File: src/rtl/img_loader_pkg.sv
// img_loader_pkg: image geometry and loader state encoding shared by the loader slice.
package img_loader_pkg;
    localparam int IMG_W      = 160;
    localparam int IMG_H      = 120;
    localparam int IMG_PIXELS = IMG_W * IMG_H;
    localparam int IMG_WORDS  = IMG_PIXELS / 4;
    localparam int ADDR_W     = 15;
    localparam int PIX_W      = 8;
    localparam int CNT_W      = 13;

    typedef enum logic [1:0] {
        IDLE  = 2'd0,
        RECV  = 2'd1,
        WRITE = 2'd2,
        DONE  = 2'd3
    } state_e;
endpackage

File: src/rtl/img_loader_if.sv
// img_loader_if: HPS word handshake plus source RAM write port of the image loader.
interface img_loader_if #(
    parameter int ADDR_W = img_loader_pkg::ADDR_W,
    parameter int PIX_W  = img_loader_pkg::PIX_W
);
    logic               wr_valid;
    logic [4*PIX_W-1:0] wr_data;
    logic               wr_ready;
    logic [ADDR_W-1:0]  ram_addr_out;
    logic [PIX_W-1:0]   ram_data_out;
    logic               ram_wren_out;

    modport master (output wr_valid, wr_data, input wr_ready, ram_addr_out, ram_data_out, ram_wren_out);
    modport slave  (input wr_valid, wr_data, output wr_ready, ram_addr_out, ram_data_out, ram_wren_out);
endinterface

File: src/rtl/img_loader.sv
// img_loader: unpacks HPS 32-bit words into four pixel writes to the source image RAM.
module img_loader #(
    parameter int IMG_W  = img_loader_pkg::IMG_W,
    parameter int IMG_H  = img_loader_pkg::IMG_H,
    parameter int ADDR_W = img_loader_pkg::ADDR_W,
    parameter int PIX_W  = img_loader_pkg::PIX_W
) (
    input  logic                             clk,
    input  logic                             reset_n,
    input  logic                             cmd_start,
    input  logic                             cmd_abort,
    img_loader_if.slave                      bus,
    output logic                             alu_start_out,
    output logic                             busy_out,
    output logic                             done_out,
    output logic [img_loader_pkg::CNT_W-1:0] word_cnt_out
);
    import img_loader_pkg::*;

    localparam logic [ADDR_W-1:0] LAST_ADDR = ADDR_W'(IMG_W * IMG_H - 1);
    localparam logic [CNT_W-1:0]  MAX_WORDS = CNT_W'(IMG_W * IMG_H / 4);

    state_e             state_q, state_d;
    logic [ADDR_W-1:0]  addr_q, addr_d;
    logic [1:0]         byte_sel_q, byte_sel_d;
    logic [4*PIX_W-1:0] word_q, word_d;
    logic [CNT_W-1:0]   word_cnt_q, word_cnt_d;
    logic               busy_q, busy_d;
    logic               done_q, done_d;
    logic               start, take, last_byte;

    // abort outranks a simultaneous start
    assign start     = cmd_start & ~cmd_abort;
    assign take      = state_q == RECV && bus.wr_valid && !cmd_abort;
    assign last_byte = byte_sel_q == 2'd3;

    always_ff @(posedge clk or negedge reset_n) begin
        if (!reset_n) begin
            state_q    <= IDLE;
            addr_q     <= '0;
            byte_sel_q <= '0;
            word_q     <= '0;
            word_cnt_q <= '0;
            busy_q     <= 1'b0;
            done_q     <= 1'b0;
        end else begin
            state_q    <= state_d;
            addr_q     <= addr_d;
            byte_sel_q <= byte_sel_d;
            word_q     <= word_d;
            word_cnt_q <= word_cnt_d;
            busy_q     <= busy_d;
            done_q     <= done_d;
        end
    end

    always_comb begin
        state_d = state_q;
        case (state_q)
            IDLE:    state_d = start ? RECV : IDLE;
            RECV:    state_d = cmd_abort ? IDLE : bus.wr_valid ? WRITE : RECV;
            WRITE:   state_d = cmd_abort ? IDLE : !last_byte ? WRITE : addr_q == LAST_ADDR ? DONE : RECV;
            default: state_d = IDLE;
        endcase
        // address holds at the last pixel so it never leaves the image
        addr_d     = state_q == IDLE && start ? '0 :
                     state_q == WRITE && addr_q != LAST_ADDR ? addr_q + 1'b1 : addr_q;
        byte_sel_d = take ? 2'd0 : state_q == WRITE ? byte_sel_q + 2'd1 : byte_sel_q;
        word_d     = take ? bus.wr_data : word_q;
        word_cnt_d = state_q == IDLE && start ? '0 :
                     take && word_cnt_q != MAX_WORDS ? word_cnt_q + 1'b1 : word_cnt_q;
        busy_d     = state_q == IDLE ? start : state_q == DONE || cmd_abort ? 1'b0 : busy_q;
        done_d     = state_q == IDLE && start ? 1'b0 : state_q == DONE ? 1'b1 : done_q;
    end

    always_comb begin
        bus.wr_ready     = state_q == RECV;
        bus.ram_wren_out = state_q == WRITE;
        bus.ram_addr_out = addr_q;
        bus.ram_data_out = word_q[PIX_W*byte_sel_q +: PIX_W];
        alu_start_out    = state_q == DONE;
        busy_out         = busy_q;
        done_out         = done_q;
        word_cnt_out     = word_cnt_q;
    end
endmodule

File: src/flat_wrapper.sv
// flat-port wrapper written by rule: the top's interface ports become plain ports
module img_loader_flat import img_loader_pkg::*;
#(
    parameter int IMG_W  = img_loader_pkg::IMG_W,
    parameter int IMG_H  = img_loader_pkg::IMG_H,
    parameter int ADDR_W = img_loader_pkg::ADDR_W,
    parameter int PIX_W  = img_loader_pkg::PIX_W
)
  (clk, reset_n, cmd_start, cmd_abort, alu_start_out, busy_out, done_out, word_cnt_out, bus_wr_valid, bus_wr_data, bus_wr_ready, bus_ram_addr_out, bus_ram_data_out, bus_ram_wren_out);
  img_loader_if #(.ADDR_W(ADDR_W), .PIX_W(PIX_W)) bus_i ();
  input  logic clk;
  input  logic reset_n;
  input  logic cmd_start;
  input  logic cmd_abort;
  output logic alu_start_out;
  output logic busy_out;
  output logic done_out;
  output logic [img_loader_pkg::CNT_W-1:0] word_cnt_out;
  input wire logic [$bits(bus_i.wr_valid)-1:0] bus_wr_valid;
  input wire logic [$bits(bus_i.wr_data)-1:0] bus_wr_data;
  output wire logic [$bits(bus_i.wr_ready)-1:0] bus_wr_ready;
  output wire logic [$bits(bus_i.ram_addr_out)-1:0] bus_ram_addr_out;
  output wire logic [$bits(bus_i.ram_data_out)-1:0] bus_ram_data_out;
  output wire logic [$bits(bus_i.ram_wren_out)-1:0] bus_ram_wren_out;
  assign bus_i.wr_valid = bus_wr_valid;
  assign bus_i.wr_data = bus_wr_data;
  assign bus_wr_ready = bus_i.wr_ready;
  assign bus_ram_addr_out = bus_i.ram_addr_out;
  assign bus_ram_data_out = bus_i.ram_data_out;
  assign bus_ram_wren_out = bus_i.ram_wren_out;
  img_loader #(.IMG_W(IMG_W), .IMG_H(IMG_H), .ADDR_W(ADDR_W), .PIX_W(PIX_W)) u_core (.clk(clk), .reset_n(reset_n), .cmd_start(cmd_start), .cmd_abort(cmd_abort), .bus(bus_i), .alu_start_out(alu_start_out), .busy_out(busy_out), .done_out(done_out), .word_cnt_out(word_cnt_out));
endmodule
File: config.mk
export PLATFORM = sky130hd
export DESIGN_NAME = img_loader_flat
export DESIGN_NICKNAME = d
export VERILOG_FILES = /design/src/rtl/img_loader_pkg.sv /design/src/rtl/img_loader_if.sv /design/src/rtl/img_loader.sv /design/src/flat_wrapper.sv
export SDC_FILE = /design/constraint.sdc
export NUM_CORES = 1
export LEC_CHECK = 0
export BUFFER_PORTS_ARGS = -buffer_cell sky130_fd_sc_hd__buf_2
export CAP_MARGIN = 30
export CELL_PAD_IN_SITES_DETAIL_PLACEMENT = 0
export CELL_PAD_IN_SITES_GLOBAL_PLACEMENT = 2
export CORE_MARGIN = 2
export CORE_UTILIZATION = 29
export CTS_CLUSTER_SIZE = 12
export DETAILED_ROUTE_END_ITERATION = 7
export GPL_ROUTABILITY_DRIVEN = 0
export PLACE_DENSITY_LB_ADDON = 0.1
export SLEW_MARGIN = 20
export SYNTH_ARGS = -nofsm -noshare
export SYNTH_HDL_FRONTEND = slang
export SYNTH_SLANG_ARGS = --single-unit
export TNS_END_PERCENT = 50
File: constraint.sdc
create_clock -name clk -period 1.8 [get_ports clk]
set_input_delay 0 -clock clk [delete_from_list [all_inputs] [get_ports clk]]
set_output_delay 0 -clock clk [all_outputs]
set_load 0.02 [all_outputs]
Word level (Yosys, flattened, before mapping)
Cells that the tools add are included.

storage, ports and cells
  logic and storage cells = 50
  bits in latches = 0
  register bits = 66
  bits in writable memories = 0
  output and inout port bits = 41
  input port bits = 37
  memories = 0
  memory bits (read-only) = 0

cells by class
  shifts and indexed selects = 1
  equal/unequal tests = 7
  $mul = 0
  reductions and logical operators = 13
  multiplexer cells = 17
  bitwise operators = 2
  $lt $le $gt $ge = 0
  add/sub/neg operators = 3
  div/mod/pow operators = 0

operator list
  kind                                                  number
  indexed part select 32 x 6 -> 8 bit                   1
  two-way mux 15 bit                                    2
  two-way mux 13 bit                                    2
  adder 15 x 1 -> 15 bit (second input constant)        1
  equality test 15 bit (second input constant)          1
  != test 15 bit (second input constant)                1
  two-way mux 2 bit                                     7
  adder 13 x 1 -> 13 bit (second input constant)        1
  != test 13 bit (second input constant)                1
  nonzero test 2 bit                                    5
  equality test 2 bit (second input constant)           3
  case mux 2 bit (3 select lines)                       1
  logical AND 1 bit                                     5
  two-way mux 1 bit                                     5
  adder 2 x 1 -> 2 bit (second input constant)          1
  equality test 2 x 1 -> 1 bit (second input constant)  1
  logical NOT 2 bit                                     1
  AND 1 bit                                             1
  logical NOT 1 bit                                     1
  logical OR 1 bit                                      1
  inverter 1 bit                                        1

Longest topological paths before layout
Gate-level depths: netlist of run 1.

  depth in word-level cells = 6
  mapped depth = 6
  mapped depth without buffers = 6

Least setup slack after synthesis of run 1
Ideal clock, no wire load.

  path type = register -> register
  start = reg u_core.addr_q[0] (netlist: u_core.bus.ram_addr_out[0])
  end = reg u_core.addr_q[14] (netlist: u_core.bus.ram_addr_out[14])
  buffers on the path = 0
  arrival time = 1,936 ps
  setup slack = -214 ps
  cell stages (with the launch flop) = 6
  cell sequence = dfrtp_1 ha_1 nand4_1 or3_2 or3_1 a21oi_1

on the way
  longest elaborated chain between the ends = 3
  elaborated cells between the ends (all ways) = 6
  those cells by class = add/sub: 1; eq/ne: 1; mux: 2; reduce/logical: 2

RTL lines
  item                                                      RTL line          source
  start, declared                                           img_loader.sv:24  logic [ADDR_W-1:0] addr_q, addr_d;
  start signal, assigned                                    img_loader.sv:48  addr_q <= addr_d;
  adder 15 x 1 -> 15 bit or != test 15 bit (tied branches)  img_loader.sv:67  state_q == WRITE && addr_q != LAST_ADDR ? addr_q + 1'b1 : addr_q;
  two-way mux 15 bit or logical AND 1 bit (tied branches)   img_loader.sv:67
  two-way mux 15 bit or nonzero test 2 bit (tied branches)  --

Several ways; a longest one is shown, not always the timed one. The select of a mux whose other input is x is not followed.
A chain may end at the register's enable or synchronous reset.

Worst setup path after layout of run 1
  start = reg u_core.word_cnt_q[1] (netlist: u_core.word_cnt_out[1])
  end = reg u_core.word_cnt_q[9] (netlist: u_core.word_cnt_out[9])

on the way
  longest elaborated chain between the ends = 3
  elaborated cells between the ends (all ways) = 6
  those cells by class = add/sub: 1; eq/ne: 1; mux: 2; reduce/logical: 2

RTL lines
  item                                                      RTL line          source
  start, declared                                           img_loader.sv:27  logic [CNT_W-1:0] word_cnt_q, word_cnt_d;
  start signal, assigned                                    img_loader.sv:51  word_cnt_q <= word_cnt_d;
  adder 13 x 1 -> 13 bit or != test 13 bit (tied branches)  img_loader.sv:71  take && word_cnt_q != MAX_WORDS ? word_cnt_q + 1'b1 : word_cnt_q;
  two-way mux 13 bit or logical AND 1 bit (tied branches)   img_loader.sv:71
  two-way mux 13 bit or nonzero test 2 bit (tied branches)  --

Several ways; a longest one is shown, not always the timed one. The select of a mux whose other input is x is not followed.

==> metrics, run 1 <==
Reg2Reg Depth 6; Vias/cell 4.77; WL/cell 14.2 um; FMAX 550 MHz; largest net degree at the start of global routing 67; post-synthesis instance total 337; unique cell type count in the Yosys netlist 48; Yosys warning count 0; DRT iter0 DRCs 90; die area 0.0121 mm2; max_slew headroom 68.4%; DR pass1 iterations 4; hpwl dp 6190 um; Filler cells 1110; Vias 3048; Initial Util 29.9%; TritonCTS Buffers 9; Core ar. 0.0109 mm2; status finished, violations left; Worst R2R Setup Slack -0.02 ns; CP Capture Type flip-flop; drt drc 0; Total Nets Final 534; Cell Area, Synth 0.00326 mm2; height of the die 110 um; FF-to-FF End u_core.word_cnt_out[9]; maximum VDD drop 0.466 mV; vias in the first global route 2885; worst-margin pin slew 0.475 ns; Max clock buf depth 2; final non-filler cell total 639; Hold Crit Depth 4; Post-Syn Nets 378; Slew Viols, Final 0; Final min period 1.82 ns; main flop type after synthesis dfrtp_1; critical path data arrival time 2.09 ns; CTS H-tree depth 3; max-cap check violation count 0; endpoints failing setup 1; Synth top area share 50.7%; final setup margin -0.0168 ns; Rows 38; worst-skew pair later-pin latency 0.35 ns; RSZ-0062 raised after global routing yes; failing checks setup timing; Max FO, Critical Path 7; IO Pins 78; Post-synth top cells nand2_1, dfrtp_1, a21oi_1; worst min path class input port to flip-flop; CTS clk-pin slew, worst paths 0.08 ns; placed insts 583; top post-synthesis cells by area dfrtp_1, nand2_1, mux4_2; post-route ant nets 0; Total Routed Length 9100 um; async set-reset flop share out of synthesis 100%; endpoints failing hold 0; Static Leakage 2.33 nW; RR Startpoint u_core.word_cnt_out[1]; most common cell in the synthesized netlist nand2_1; global-route wire length before repair 14500 um; Die Wd 110 um; hold slack 0.107 ns; PwrDens 980 mW/mm2; # port buffers 77; leading area contributor after synthesis dfrtp_1; flop and latch count out of synthesis 66; skew final 0.00923 ns; CTS tree done; average size of a mapped cell 9.67 um2; fin crit share 101%; area of the multi-input gates 0.00161 mm2; Crit path required time 2.08 ns; gr ovfl total 0; hold endpoint u_core.word_cnt_out[12]; startpoint types flip-flop; global-route usage over all layers 15.9%; WS Path Type flip-flop to flip-flop; post-synthesis sequential area ratio 50.7%; root buffer cell clkbuf_8; clock sink count 66; EDFF count, synth 0; Hold Crit Start bus_wr_valid; antenna violations before repair 1; total area of sequential cells 0.00167 mm2; layout cells sized above 1 38.0%; Layout area overhead 48.4%
-- metrics by stage --
step	area, um2	utilization [%]	setup TNS (ns)	worst slack (ns)	power, mW
floorplan	3300	-	-0.0494	-0.0412	2.68
global placement	4160	38.2	0	0.00911	3.13
detailed placement	4160	38.2	-0.0333	-0.0225	3.14
CTS	4770	43.8	-0.0263	-0.0263	4.81
global route	4840	44.4	-0.242	-0.130	5.03
finish	4840	44.4	-0.0168	-0.0168	4.74
-- sequential cells by signal (all words and copies together) (netlist names) --
name,count
u_core.byte_sel_q,2
u_core.bus.ram_addr_out,15
u_core.done_out,1
u_core.state_q,2
u_core.word_cnt_out,13
u_core.busy_out,1
u_core.word_q,32
-- power by group --
part / internal [mW] / total (mW) / switching, mW
registers: 1.75 / 1.91 / 0.164
clock network: 0.997 / 1.59 / 0.593
logic: 0.591 / 1.24 / 0.645
total: 3.34 / 4.74 / 1.40
-- how the worst max path moves through the flow --
stage | startpoint | endpoint | depth (start not counted) | slack (ns)
finish | u_core.word_cnt_out[1] | u_core.word_cnt_out[9] | 6 | -0.02
global placement | u_core.word_cnt_out[1] | u_core.word_cnt_out[9] | 6 | 0.009
CTS | u_core.word_cnt_out[1] | u_core.word_cnt_out[9] | 6 | -0.03
detailed placement | u_core.word_cnt_out[1] | u_core.word_cnt_out[9] | 6 | -0.02
floorplan | u_core.bus.ram_addr_out[0] | u_core.bus.ram_addr_out[14] | 5 | -0.04
global route | u_core.word_cnt_out[1] | u_core.word_cnt_out[9] | 6 | -0.13
-- cell type report --
class	instances	share of cell area [%]
multi-input cells	252	33.2
diodes	1	0.0517
clock inverters	4	2.02
flip-flops and latches	66	34.6
clock buffers	12	3.21
repair buffers	160	23.0
inverters	4	0.310
well taps	140	3.62
-- layer usage --
metal	up-vias	GRT usage, %	part of all wire (%)
met1	1470	20.7	48
met3	10	4.41	4.2
met5	-	0	0
met4	0	4.79	1.5
met2	71	25.6	47
li1	1497	-	-
-- what timing repair did --
action / 4_1_cts / 5_1_grt
gates cloned: 0 / 0
endpoints found under the hold margin: 101 / 0
setup endpoints to repair: 6 / 15
pin swaps: 1 / 5
hold buffers: 34 / 0
buffers inserted: 2 / 4
resized for setup: 2 / 13
-- kinds of logic (layout without fill, tap and decap cells) --
kind of cell | Yosys count | count (layout) | synth area share, %
adders and majority gates | 4 | 4 | 1.54
other | 0 | 1 | 0
muxes | 14 | 14 | 7.37
and+or+nand+nor | 188 | 188 | 28.5
AOI/OAI and AO/OA | 40 | 40 | 8.03
xor gates and xnor gates | 6 | 6 | 1.61
buffers and inverters | 19 | 180 | 2.27
DFF | 66 | 66 | 50.7
-- critical path, cell delays in order, from the launching register on --
cell     delay (ns)
dfrtp_2        0.41
inv_2          0.06
ha_1           0.12
or4b_4         0.48
o31a_1         0.35
nand4_1        0.15
mux2i_1        0.18
-- cells in the final DEF (no fill, tap or decap), drive strengths merged, types with 2 or more instances in the layout --
cell type,synthesis,routed
mux4,8,8
nand4bb,2,2
nand3,13,13
bufinv,0,3
ha,4,4
dlygate4sd3,0,34
or3,6,6
xnor2,5,5
o31ai,8,8
and2,3,3
or4,7,7
inv,3,3
a21oi,17,17
and4,2,2
and3,2,2
mux2i,6,6
dfrtp,66,66
nor3,4,4
nor4,4,4
or4b,2,2
o21ai,7,7
nand4,5,5
nand2b,5,5
buf,6,126
nand4b,3,3
nand2,115,115
nor2,11,11
o311ai,2,2
clkbuf,9,12
No activity file was read; power rests on OpenSTA's default activity.
==> run 2, diff against run 1 <==
--- a/config.mk
+++ b/config.mk
@@ -5,7 +5,7 @@
 export SDC_FILE = /design/constraint.sdc
 export NUM_CORES = 1
 export LEC_CHECK = 0
-export BUFFER_PORTS_ARGS = -buffer_cell sky130_fd_sc_hd__buf_2
+export BUFFER_PORTS_ARGS = -buffer_cell sky130_fd_sc_hd__buf_4
 export CAP_MARGIN = 30
 export CELL_PAD_IN_SITES_DETAIL_PLACEMENT = 0
 export CELL_PAD_IN_SITES_GLOBAL_PLACEMENT = 2
==> metrics, run 2 (same netlist as run 1, synthesis figures left out) <==
global-route wire length before repair 14400 um (was 14500 um); max-cap check violation count 0 (unchanged); endpoints failing hold 0 (unchanged); RSZ-0062 raised after global routing yes (unchanged); Filler cells 1082 (was 1110); CP top delay family simple AND/OR/NAND/NOR gates (unchanged); Slew Viols, Final 0 (unchanged); startpoint types flip-flop (unchanged); max reg flops 32 (unchanged); max_slew headroom 67.0% (was 68.4%); vias in the first global route 2914 (was 2885); CP max stage cell or4b_4 (unchanged); Hold Crit Depth 5 (was 4); Hold Crit Start bus_wr_valid (unchanged); CTS clk-pin slew, worst paths 0.08 ns (about the same); largest net degree at the start of global routing 35 (was 67); Die Wd 110 um (unchanged); Worst Path Buf+Inv 1 (unchanged); PwrDens 923 mW/mm2 (was 980 mW/mm2); Max clock buf depth 2 (unchanged); Total Routed Length 9020 um (was 9100 um); post-route ant nets 0 (unchanged); Reg2Reg Depth 6 (unchanged); hold endpoint u_core.state_q[0] (was u_core.word_cnt_out[12]); worst-skew pair later-pin latency 0.34 ns (was 0.35 ns); most frequent cells in the layout buf_4, nand2_1, dfrtp_1 (was nand2_1, buf_2, dfrtp_1); worst-margin pin slew 0.496 ns (was 0.475 ns); Inserted Diodes 0 (was 1); Max FO, Critical Path 7 (unchanged); maximum VDD drop 0.488 mV (was 0.466 mV); Crit path largest cell delay 0.47 ns (was 0.48 ns); FMAX 557 MHz (was 550 MHz); Layout area overhead 52.7% (was 48.4%); hpwl dp 6280 um (was 6190 um); status finished, final reports clean (was finished, violations left); drt drc 0 (unchanged); RR Startpoint u_core.word_cnt_out[1] (unchanged); gr ovfl total 0 (unchanged); Static Leakage 2.33 nW (about the same); Rows 38 (unchanged); leading cell type in the layout, fill and taps excluded buf_4 (was nand2_1); Vias 2997 (was 3048); setup TNS 0 ns (was -0.0168 ns); WL/cell 14.2 um (about the same); IO Pins 78 (unchanged); WS Path Type flip-flop to flip-flop (unchanged); FF-to-FF End u_core.word_cnt_out[9] (unchanged); # port buffers 77 (unchanged); final non-filler cell total 636 (was 639); root buffer cell clkbuf_8 (unchanged); antenna violations before repair 0 (was 1); TritonCTS Buffers 9 (unchanged); Largest Register u_core.word_q (unchanged); Post-Place Worst Slack -0.0273 ns (was -0.0225 ns); critical path data arrival time 2.06 ns (was 2.09 ns); final setup margin 0.00416 ns (was -0.0168 ns); Final min period 1.80 ns (was 1.82 ns); CP Capture Type flip-flop (unchanged); Cell Chain, Critical Path inv_2 > ha_4 > or4b_4 > o31a_1 > nand4_1 > mux2i_1 (was inv_2 > ha_1 > or4b_4 > o31a_1 > nand4_1 > mux2i_1); Crit path required time 2.07 ns (was 2.08 ns); height of the die 110 um (unchanged); clock sink count 66 (unchanged); layout cells sized above 1 37.3% (was 38.0%); die area 0.0121 mm2 (unchanged); endpoints failing setup 0 (was 1); CP Depth 6 (unchanged); Total Nets Final 532 (was 534); DRT iter0 DRCs 71 (was 90); CTS tree done (unchanged); skew final 0.0128 ns (was 0.00923 ns); Worst R2R Setup Slack 0.004 ns (was -0.02 ns); CTS H-tree depth 3 (unchanged); placed insts 583 (unchanged); Vias/cell 4.71 (was 4.77); global-route usage over all layers 15.5% (was 15.9%); worst min path class input port to flip-flop (unchanged); Core ar. 0.0109 mm2 (unchanged); Initial Util 29.9% (unchanged); fin crit share 99.8% (was 101%); DR pass1 iterations 4 (unchanged)
[run 2: metal layers]
| layer | GRT usage (%) | up-vias | routed length, um |
|---|---|---|---|
| li1 | - | 1489 | - |
| met5 | 0 | - | 0 |
| met3 | 2.29 | 9 | 336 |
| met4 | 5.97 | 0 | 102 |
| met1 | 20.7 | 1436 | 4420 |
| met2 | 25.3 | 63 | 4160 |
[run 2: where the power goes]
part / switching (mW) / internal, mW
sequential: 0.170 / 1.75
combinational: 0.656 / 0.703
clock: 0.561 / 0.754
[run 2: layout make-up]
class	count	area, um2	area share [%]
repair buffers	158	1280	25.8
flip-flops and latches	66	1670	33.6
clock inverters	2	35.0	0.704
inverters	4	15.0	0.302
multi-input cells	252	1620	32.6
well taps	140	175	3.52
clock buffers	14	173	3.47
[run 2: repair_timing]
| item | 4_1_cts | 5_1_grt |
|---|---|---|
| pin swaps | 2 | 10 |
| cloned | 0 | 0 |
| resized for setup | 5 | 11 |
| endpoints found under the hold margin | 71 | 0 |
| endpoints found under the setup margin | 9 | 22 |
| hold buffers | 34 | 0 |
| buffers inserted | 0 | 3 |
[run 2: per-stage QoR]
stage               power, mW  instance area [um2]  utilization [%]  hold WS [ns]
finish                   4.60                 4980             45.7         0.107
global placement         3.23                 4350             39.9       -0.0118
detailed placement       3.25                 4350             39.9       -0.0168
global route             4.86                 4980             45.7         0.151
floorplan                2.68                 3300                -        -0.296
CTS                      4.65                 4910             45.1        0.0879
[run 2: worst max-delay path by stage]
stage / slack, ns / startpoint / to
detailed placement: -0.03 / u_core.bus.ram_addr_out[0] / u_core.bus.ram_addr_out[6]
global route: -0.08 / u_core.word_cnt_out[1] / u_core.word_cnt_out[9]
CTS: -0.01 / u_core.word_cnt_out[1] / u_core.word_cnt_out[9]
floorplan: -0.04 / u_core.bus.ram_addr_out[0] / u_core.bus.ram_addr_out[14]
finish: 0.004 / u_core.word_cnt_out[1] / u_core.word_cnt_out[9]
global placement: 0.007 / u_core.word_cnt_out[1] / u_core.word_cnt_out[9]
[run 2: tightest hold or removal path: stages]
cell,delay [ns]
buf_4,0.09
nand2b_1,0.10
a21oi_1,0.06
a21oi_1,0.11
nor2_1,0.04
